**src/rtl/ats21_pkg.sv**
```systemverilog
// Shared types for the two-client ATS21 command receiver: opcodes, FSM states,
// the decoded-command record and the per-client accept/reject helper.
package ats21_pkg;

  typedef enum logic [2:0] {
    OP_NOP      = 3'b000,
    OP_SET_CLK  = 3'b001,
    OP_EN_CLK   = 3'b010,
    OP_SET_MODE = 3'b011,
    OP_ILLEGAL  = 3'b100,
    OP_SET_ALM  = 3'b101,
    OP_SET_TMR  = 3'b110,
    OP_EN_ALM   = 3'b111
  } opcode_t;

  typedef enum logic [1:0] {
    ST_IDLE = 2'd0,
    ST_HI   = 2'd1,
    ST_LO   = 2'd2,
    ST_RESP = 2'd3
  } state_t;

  typedef struct packed {
    opcode_t     op;
    logic [4:0]  id;
    logic [3:0]  clk;
    logic [1:0]  rate;
    logic        flag;
    logic [15:0] val;
  } cmd_t;

  function automatic logic is_clk_op(opcode_t op);
    return (op == OP_SET_CLK) || (op == OP_EN_CLK);
  endfunction

  function automatic logic is_tmr_op(opcode_t op);
    return (op == OP_SET_ALM) || (op == OP_SET_TMR) || (op == OP_EN_ALM);
  endfunction

  // Returns {accept, reject} for one client before any A/B conflict is applied.
  function automatic logic [1:0] gate_cmd(opcode_t op, logic active,
                                          logic allow_t, logic allow_c);
    logic [1:0] res;
    res = 2'b00;
    if (op == OP_ILLEGAL)                  res = 2'b01;
    else if (op == OP_SET_MODE)            res = 2'b10;
    else if (is_clk_op(op))                res = (active && allow_c) ? 2'b10 : 2'b01;
    else if (is_tmr_op(op))                res = (active && allow_t) ? 2'b10 : 2'b01;
    return res;
  endfunction

endpackage

```
**src/rtl/ats21_word_decode.sv**
```systemverilog
// Combinational decode of one client's {hi, lo} word pair into a cmd_t record.
module ats21_word_decode
  import ats21_pkg::*;
(
  input  logic [15:0] hi,
  input  logic [15:0] lo,
  output cmd_t        cmd,
  output logic        illegal
);

  logic unused_bits;
  assign unused_bits = ^hi[5:4];

  always_comb begin
    cmd     = '0;
    cmd.op  = opcode_t'(hi[15:13]);
    illegal = (cmd.op == OP_ILLEGAL);
    case (cmd.op)
      OP_SET_CLK: begin
        cmd.id   = {1'b0, hi[12:9]};
        cmd.rate = hi[7:6];
      end
      OP_EN_CLK: begin
        cmd.id   = {1'b0, hi[12:9]};
        cmd.flag = hi[7];
      end
      OP_SET_ALM, OP_SET_TMR: begin
        cmd.id   = hi[12:8];
        cmd.clk  = hi[3:0];
        cmd.flag = hi[7];
        cmd.val  = lo;
      end
      OP_EN_ALM: begin
        cmd.id   = hi[12:8];
        cmd.clk  = hi[3:0];
        cmd.flag = hi[7];
      end
      default: ;
    endcase
  end

endmodule

```
**src/rtl/ats21_cmd_rx.sv**
```systemverilog
// Two-client command receiver: collects hi/lo words over two cycles, then gates
// each client against the stored mode, resolves A/B conflicts and pulses results.
module ats21_cmd_rx
  import ats21_pkg::*;
(
  input  logic        clk,
  input  logic        reset,
  input  logic        req,
  input  logic [15:0] ctrlA,
  input  logic [15:0] ctrlB,
  output logic        ready,
  output logic [1:0]  stat,
  output logic        a_valid,
  output logic [2:0]  a_op,
  output logic [4:0]  a_id,
  output logic [3:0]  a_clk,
  output logic [1:0]  a_rate,
  output logic        a_flag,
  output logic [15:0] a_val,
  output logic        b_valid,
  output logic [2:0]  b_op,
  output logic [4:0]  b_id,
  output logic [3:0]  b_clk,
  output logic [1:0]  b_rate,
  output logic        b_flag,
  output logic [15:0] b_val,
  output logic        mode_active,
  output logic [1:0]  mode_allow_t,
  output logic [1:0]  mode_allow_c,
  output logic [1:0]  dbg_state
);

  state_t      state_q, state_d;
  logic [15:0] hi_a, hi_b, lo_a, lo_b;
  cmd_t        dec_a, dec_b, out_a, out_b;
  logic        ill_a, ill_b;
  logic        acc_a, rej_a, acc_b, rej_b, conflict;

  ats21_word_decode u_dec_a (.hi(hi_a), .lo(lo_a), .cmd(dec_a), .illegal(ill_a));
  ats21_word_decode u_dec_b (.hi(hi_b), .lo(lo_b), .cmd(dec_b), .illegal(ill_b));

  always_ff @(posedge clk or negedge reset) begin
    if (!reset) state_q <= ST_IDLE;
    else        state_q <= state_d;
  end

  always_comb begin
    state_d = state_q;
    case (state_q)
      ST_IDLE: if (req) state_d = ST_HI;
      ST_HI:   state_d = ST_LO;
      ST_LO:   state_d = ST_RESP;
      ST_RESP: state_d = ST_IDLE;
      default: state_d = ST_IDLE;
    endcase
  end

  assign ready     = (state_q == ST_IDLE);
  assign dbg_state = state_q;

  // Gating uses the mode registers, which only change at the RESP edge, so the
  // values seen here are always those held before the current instruction.
  always_comb begin
    {acc_a, rej_a} = gate_cmd(dec_a.op, mode_active, mode_allow_t[1], mode_allow_c[1]);
    {acc_b, rej_b} = gate_cmd(dec_b.op, mode_active, mode_allow_t[0], mode_allow_c[0]);
    conflict = acc_a && acc_b &&
               ((dec_a.op == OP_SET_MODE && dec_b.op == OP_SET_MODE) ||
                (is_clk_op(dec_a.op) && is_clk_op(dec_b.op) && dec_a.id == dec_b.id) ||
                (is_tmr_op(dec_a.op) && is_tmr_op(dec_b.op) && dec_a.id == dec_b.id));
    if (conflict) begin
      acc_b = 1'b0;
      rej_b = 1'b1;
    end
  end

  always_ff @(posedge clk or negedge reset) begin
    if (!reset) begin
      hi_a         <= '0;
      hi_b         <= '0;
      lo_a         <= '0;
      lo_b         <= '0;
      a_valid      <= 1'b0;
      b_valid      <= 1'b0;
      stat         <= 2'b00;
      out_a        <= '0;
      out_b        <= '0;
      mode_active  <= 1'b1;
      mode_allow_t <= 2'b11;
      mode_allow_c <= 2'b11;
    end else begin
      a_valid <= 1'b0;
      b_valid <= 1'b0;
      stat    <= 2'b00;
      if (state_q == ST_HI) begin
        hi_a <= ctrlA;
        hi_b <= ctrlB;
      end
      if (state_q == ST_LO) begin
        lo_a <= ctrlA;
        lo_b <= ctrlB;
      end
      if (state_q == ST_RESP) begin
        a_valid <= acc_a;
        b_valid <= acc_b;
        stat    <= {rej_a, rej_b};
        if (acc_a) out_a <= dec_a;
        if (acc_b) out_b <= dec_b;
        if (acc_a && dec_a.op == OP_SET_MODE) begin
          mode_active  <= hi_a[12];
          mode_allow_t <= hi_a[11:10];
          mode_allow_c <= hi_a[9:8];
        end else if (acc_b && dec_b.op == OP_SET_MODE) begin
          mode_active  <= hi_b[12];
          mode_allow_t <= hi_b[11:10];
          mode_allow_c <= hi_b[9:8];
        end
      end
    end
  end

  assign a_op   = out_a.op;
  assign a_id   = out_a.id;
  assign a_clk  = out_a.clk;
  assign a_rate = out_a.rate;
  assign a_flag = out_a.flag;
  assign a_val  = out_a.val;
  assign b_op   = out_b.op;
  assign b_id   = out_b.id;
  assign b_clk  = out_b.clk;
  assign b_rate = out_b.rate;
  assign b_flag = out_b.flag;
  assign b_val  = out_b.val;

endmodule

```
**config.mk**
```make
export PLATFORM = sky130hd
export DESIGN_NAME = ats21_cmd_rx
export DESIGN_NICKNAME = d
export VERILOG_FILES = /design/src/rtl/ats21_pkg.sv /design/src/rtl/ats21_word_decode.sv /design/src/rtl/ats21_cmd_rx.sv
export SDC_FILE = /design/constraint.sdc
export NUM_CORES = 1
export LEC_CHECK = 0
export ABC_CLOCK_PERIOD_IN_PS = 2710
export CAP_MARGIN = 20
export CORE_ASPECT_RATIO = 1.4
export CORE_MARGIN = 2
export CORE_UTILIZATION = 35
export CTS_CLUSTER_DIAMETER = 80
export DETAILED_ROUTE_END_ITERATION = 8
export PLACE_DENSITY_LB_ADDON = 0.08
export SLEW_MARGIN = 5
export SYNTH_ARGS = -nofsm -noshare
export SYNTH_HDL_FRONTEND = slang
export SYNTH_HIERARCHICAL = 1
export SYNTH_SLANG_ARGS = --single-unit
```
**constraint.sdc**
```tcl
create_clock -name clk -period 2.71 [get_ports clk]
set_clock_uncertainty 0.1 [all_clocks]
set_input_delay 0.542 -clock clk [delete_from_list [all_inputs] [get_ports clk]]
set_output_delay 0.542 -clock clk [all_outputs]
set_load 0.05 [all_outputs]
```
# After elaboration in Yosys (flattened, before gate mapping)
# Cells that the tools add are included.
dict set report totals {
  wordCells 111
  out_inout_bits 74
  romBits 0
  mem_count 0
  ff_bits 137
  mem_bits_rw 0
  latch_bits 0
}
dict set report classes {
  multipliers 0
  add_sub_neg 0
  eq_ne 19
  shifts 0
  n_reduce_logical 34
  order_cmp 0
  bitwise 0
  n_div 0
  mux 35
}
# cell count
set ops {}
lappend ops {{$mux 2} 20}
lappend ops {{$mux 16} 2}
lappend ops {{$eq 3x3->1 const B} 8}
lappend ops {{$pmux 5 s2} 2}
lappend ops {{$logic_and 1x1->1} 13}
lappend ops {{$eq 3x2->1 const B} 4}
lappend ops {{$logic_or 1x1->1} 8}
lappend ops {{$mux 1} 8}
lappend ops {{$mux 4} 2}
lappend ops {{$pmux 2 s4} 1}
lappend ops {{$reduce_or 2->1} 4}
lappend ops {{$reduce_or 4->1} 2}
lappend ops {{$eq 3x1->1 const B} 2}
lappend ops {{$reduce_and 2->1} 3}
lappend ops {{$reduce_or 3->1} 2}
lappend ops {{$eq 5x5->1} 1}
lappend ops {{$eq 2x2->1 const B} 2}
lappend ops {{$eq 2x1->1 const B} 1}
lappend ops {{$logic_not 2->1} 1}
lappend ops {{$ne 2x2->1 const B} 1}
lappend ops {{$reduce_bool 2->1} 1}

# Depth between registers and ports, before layout
dict set report depth {
  depth_word 13
  ltp_mapped 10
  depth_no_buf 7
}

# Hierarchy
# Netlist, hierarchy kept.
# module instances cells_per_inst area_per_inst_um2 seq_area_each_um2
set by_module_without_submodules {}
lappend by_module_without_submodules {ats21_cmd_rx 1 338 5442.7 3434.5}
lappend by_module_without_submodules {ats21_word_decode 2 50 459.2 0.0}

# Least setup slack after synthesis
# OpenSTA, ideal clock, no wires.
dict set report synth_timing {
  path_type {register to register}
  start {register hi_b[14]}
  end {register out_b, in the netlist b_clk[3]}
  arrival_time_ps 2403
  stages_incl_launch_ff 11
  path_buffers 3
  period_less_slack_ps 2628
  slack_ps 82
  cell_sequence {dfrtp_1 buf_6 or2_1 buf_6 and3_1 xnor2_1 nand3_1 a2111oi_2 a211oi_4 buf_6 mux2_4}
}
# item line
set synth_rtl {}
lappend synth_rtl {{start, declared} ats21_cmd_rx.sv:34} ;# logic [15:0] hi_a, hi_b, lo_a, lo_b;
lappend synth_rtl {{start signal, assigned} ats21_cmd_rx.sv:96} ;# hi_b <= ctrlB;
lappend synth_rtl {{end signal, assigned} ats21_cmd_rx.sv:86} ;# out_b <= '0;
lappend synth_rtl {{end signal, assigned} ats21_cmd_rx.sv:107} ;# if (acc_b) out_b <= dec_b;
lappend synth_rtl {{end, declared} ats21_cmd_rx.sv:35} ;# cmd_t dec_a, dec_b, out_a, out_b;

==> metrics.yaml <==
routed_wl_um: 14400
grt_antenna_before_repair: 0
p_leak_uw: 0.00357
p_comb_frac: 0.500
port_buffers: 108
final_nets: 583
n_antenna_cell: 0
synthCells: 428
tritoncts.num_buffers: 17
cp.arrival_ns: 2.75
cp_max_fo: 16
insertion_delay_ns: 0.41
worst_pin_slew_ns: 0.678
drive_gt1_frac: 0.385
dieHeight_um: 162
pwr-share-clk: 0.211
slew_headroom: 0.548
finalSetupViolCount: 0
grt-ovfl-total: 0
required_ns: 2.91
fp-row-count: 57
hold_class: "flop to flop"
first_iter_violations: 129
core_area_um2: 17400
stdcell_area_um2: 8270
fmax_ghz: 0.392
status: "completed"
avgSynthCellArea_um2: 14.5
timing.final.ws_setup_ns: 0.160
cts_root_buf: "clkbuf_16"
pin_count: 109
start_util: 0.357
die_w_um: 117
final-hold-violation-count: 0
drc: 0
tns_ns: 0
clk_pin_slew_worst_paths_ns: 0.06
n_fill_cell: 1640
min_period_ns: 2.55
yosys_warnings: 6
pwr-share-seq: 0.289
cellPowerDensity_nw_per_um2: 1470
dpl_cell_area_um2: 7580
drv_cap: 0
final_max_slew_viol_count: 0
ant_nets: 0
worstSetupStartpointType: "flop"
cp-end-kind: "flop"
critical_path_class: "flop to flop"
netlist_area_um2: 6210
clock_sinks: 133
clockBufferDepth: 2
post-place-ws_ns: 0.0210
grt_use_total: 0.163
postCtsSetupBuffers: 0
switching_share: 0.398
via_per_inst: 4.79
post-dp-hpwl_um: 10200
h-tree-depth: 4
switchingPower_uw: 4850
cts_tree: "done"
drt_pass1_iterations: 4
grt_max_degree: 52
synth_nets: 467
post-route-period-util: 0.941
gp_congestion: 0.801
die_area_um2: 18800
grt_pass1_vias: 4233
peakVddDrop_uv: 550
utilization: 0.475
holdWs_ns: 0.396
routedWlPerCell_um: 18.2
grt_pass1_wl_um: 23400
syn_to_final_growth_pct: 33.1
via_count: 3793
p_int_uw: 7330
==> layer usage <==
metal | vias up | GRT usage | part of all wire
li1 | 1757 | - | -
met3 | 14 | 0.0398 | 0.039
met1 | 1946 | 0.193 | 0.42
met5 | - | 0 | 0
met2 | 76 | 0.290 | 0.53
met4 | 0 | 0.0492 | 0.014
==> power groups by stage <==
stage / combinational, uW / clock, uW / sequential, uW
after global placement: 6070 / 0 / 3530
final: 6090 / 2570 / 3510
after CTS: 6160 / 2640 / 3530
after detailed placement: 6140 / 0 / 3560
after floorplan: 3240 / 0 / 4720
after global routing: 6500 / 2730 / 3660
==> flip-flops by register name (all words and copies together), names as in the netlist, 3 cells and up <==
signal	cells
a_clk	4
b_id	5
lo_b	16
b_val	16
hi_a	14
hi_b	14
b_clk	4
a_op	3
a_val	16
b_op	3
lo_a	16
a_id	5
==> layout by cell type (no fill, tap or decap), drive strengths merged, types with 7 or more instances in the layout <==
master / count
clkdlybuf4s50: 106
clkinv: 7
mux2: 122
nand2b: 8
and3: 11
a21oi: 8
nor2: 7
inv: 8
clkbuf: 17
dfrtp: 128
nor3b: 32
buf: 21
xnor2: 7
o211a: 8
a21boi: 8
==> final cells by class <==
| class | count | area, um^2 | area share |
|---|---|---|---|
| Multi-Input combinational cell | 255 | 2620 | 0.317 |
| Timing Repair Buffer | 129 | 1320 | 0.160 |
| Tap cell | 236 | 295 | 0.0357 |
| Sequential cell | 133 | 3340 | 0.404 |
| Clock buffer | 17 | 425 | 0.0515 |
| Clock inverter | 14 | 234 | 0.0283 |
| Inverter | 8 | 30.0 | 0.00363 |
==> repair_timing <==
action | in CTS | in global routing
hold buffers | 1 | 0
gates resized for setup | 0 | 4
hold endpoints to repair | 10 | 0
setup endpoints to repair | 0 | 32
==> worst max-delay path: stages (launching register included) <==
cell       delay (ns)
dfrtp_1          0.43
or2_1            0.33
and3_1           0.25
xnor2_1          0.15
nand3_1          0.13
a2111oi_4        0.39
a211oi_4         0.15
buf_12           0.19
mux2_4           0.30
==> worst paths after layout <==
| path | startpoint | cells after the start | slack, ns | to |
|---|---|---|---|---|
| max | hi_b[14] | 8 | 0.16 | b_val[6] |
| min | lo_a[8] | 1 | 0.40 | lo_a[8] |
| max reg2reg | hi_b[14] | 8 | 0.16 | b_val[6] |
| min reg2reg | lo_a[8] | 1 | 0.40 | lo_a[8] |
| max in group asynchronous | reset | 3 | 1.30 | mode_active |
| min in group asynchronous | reset | 2 | 0.55 | b_clk[0] |
==> through the flow <==
step	std cells	power, uW
finish	792	12200
global route	792	12900
CTS	792	12300
detailed placement	760	9690
global placement	760	9600
floorplan	428	7970
Note: power is estimated with default switching activity, not from simulation.
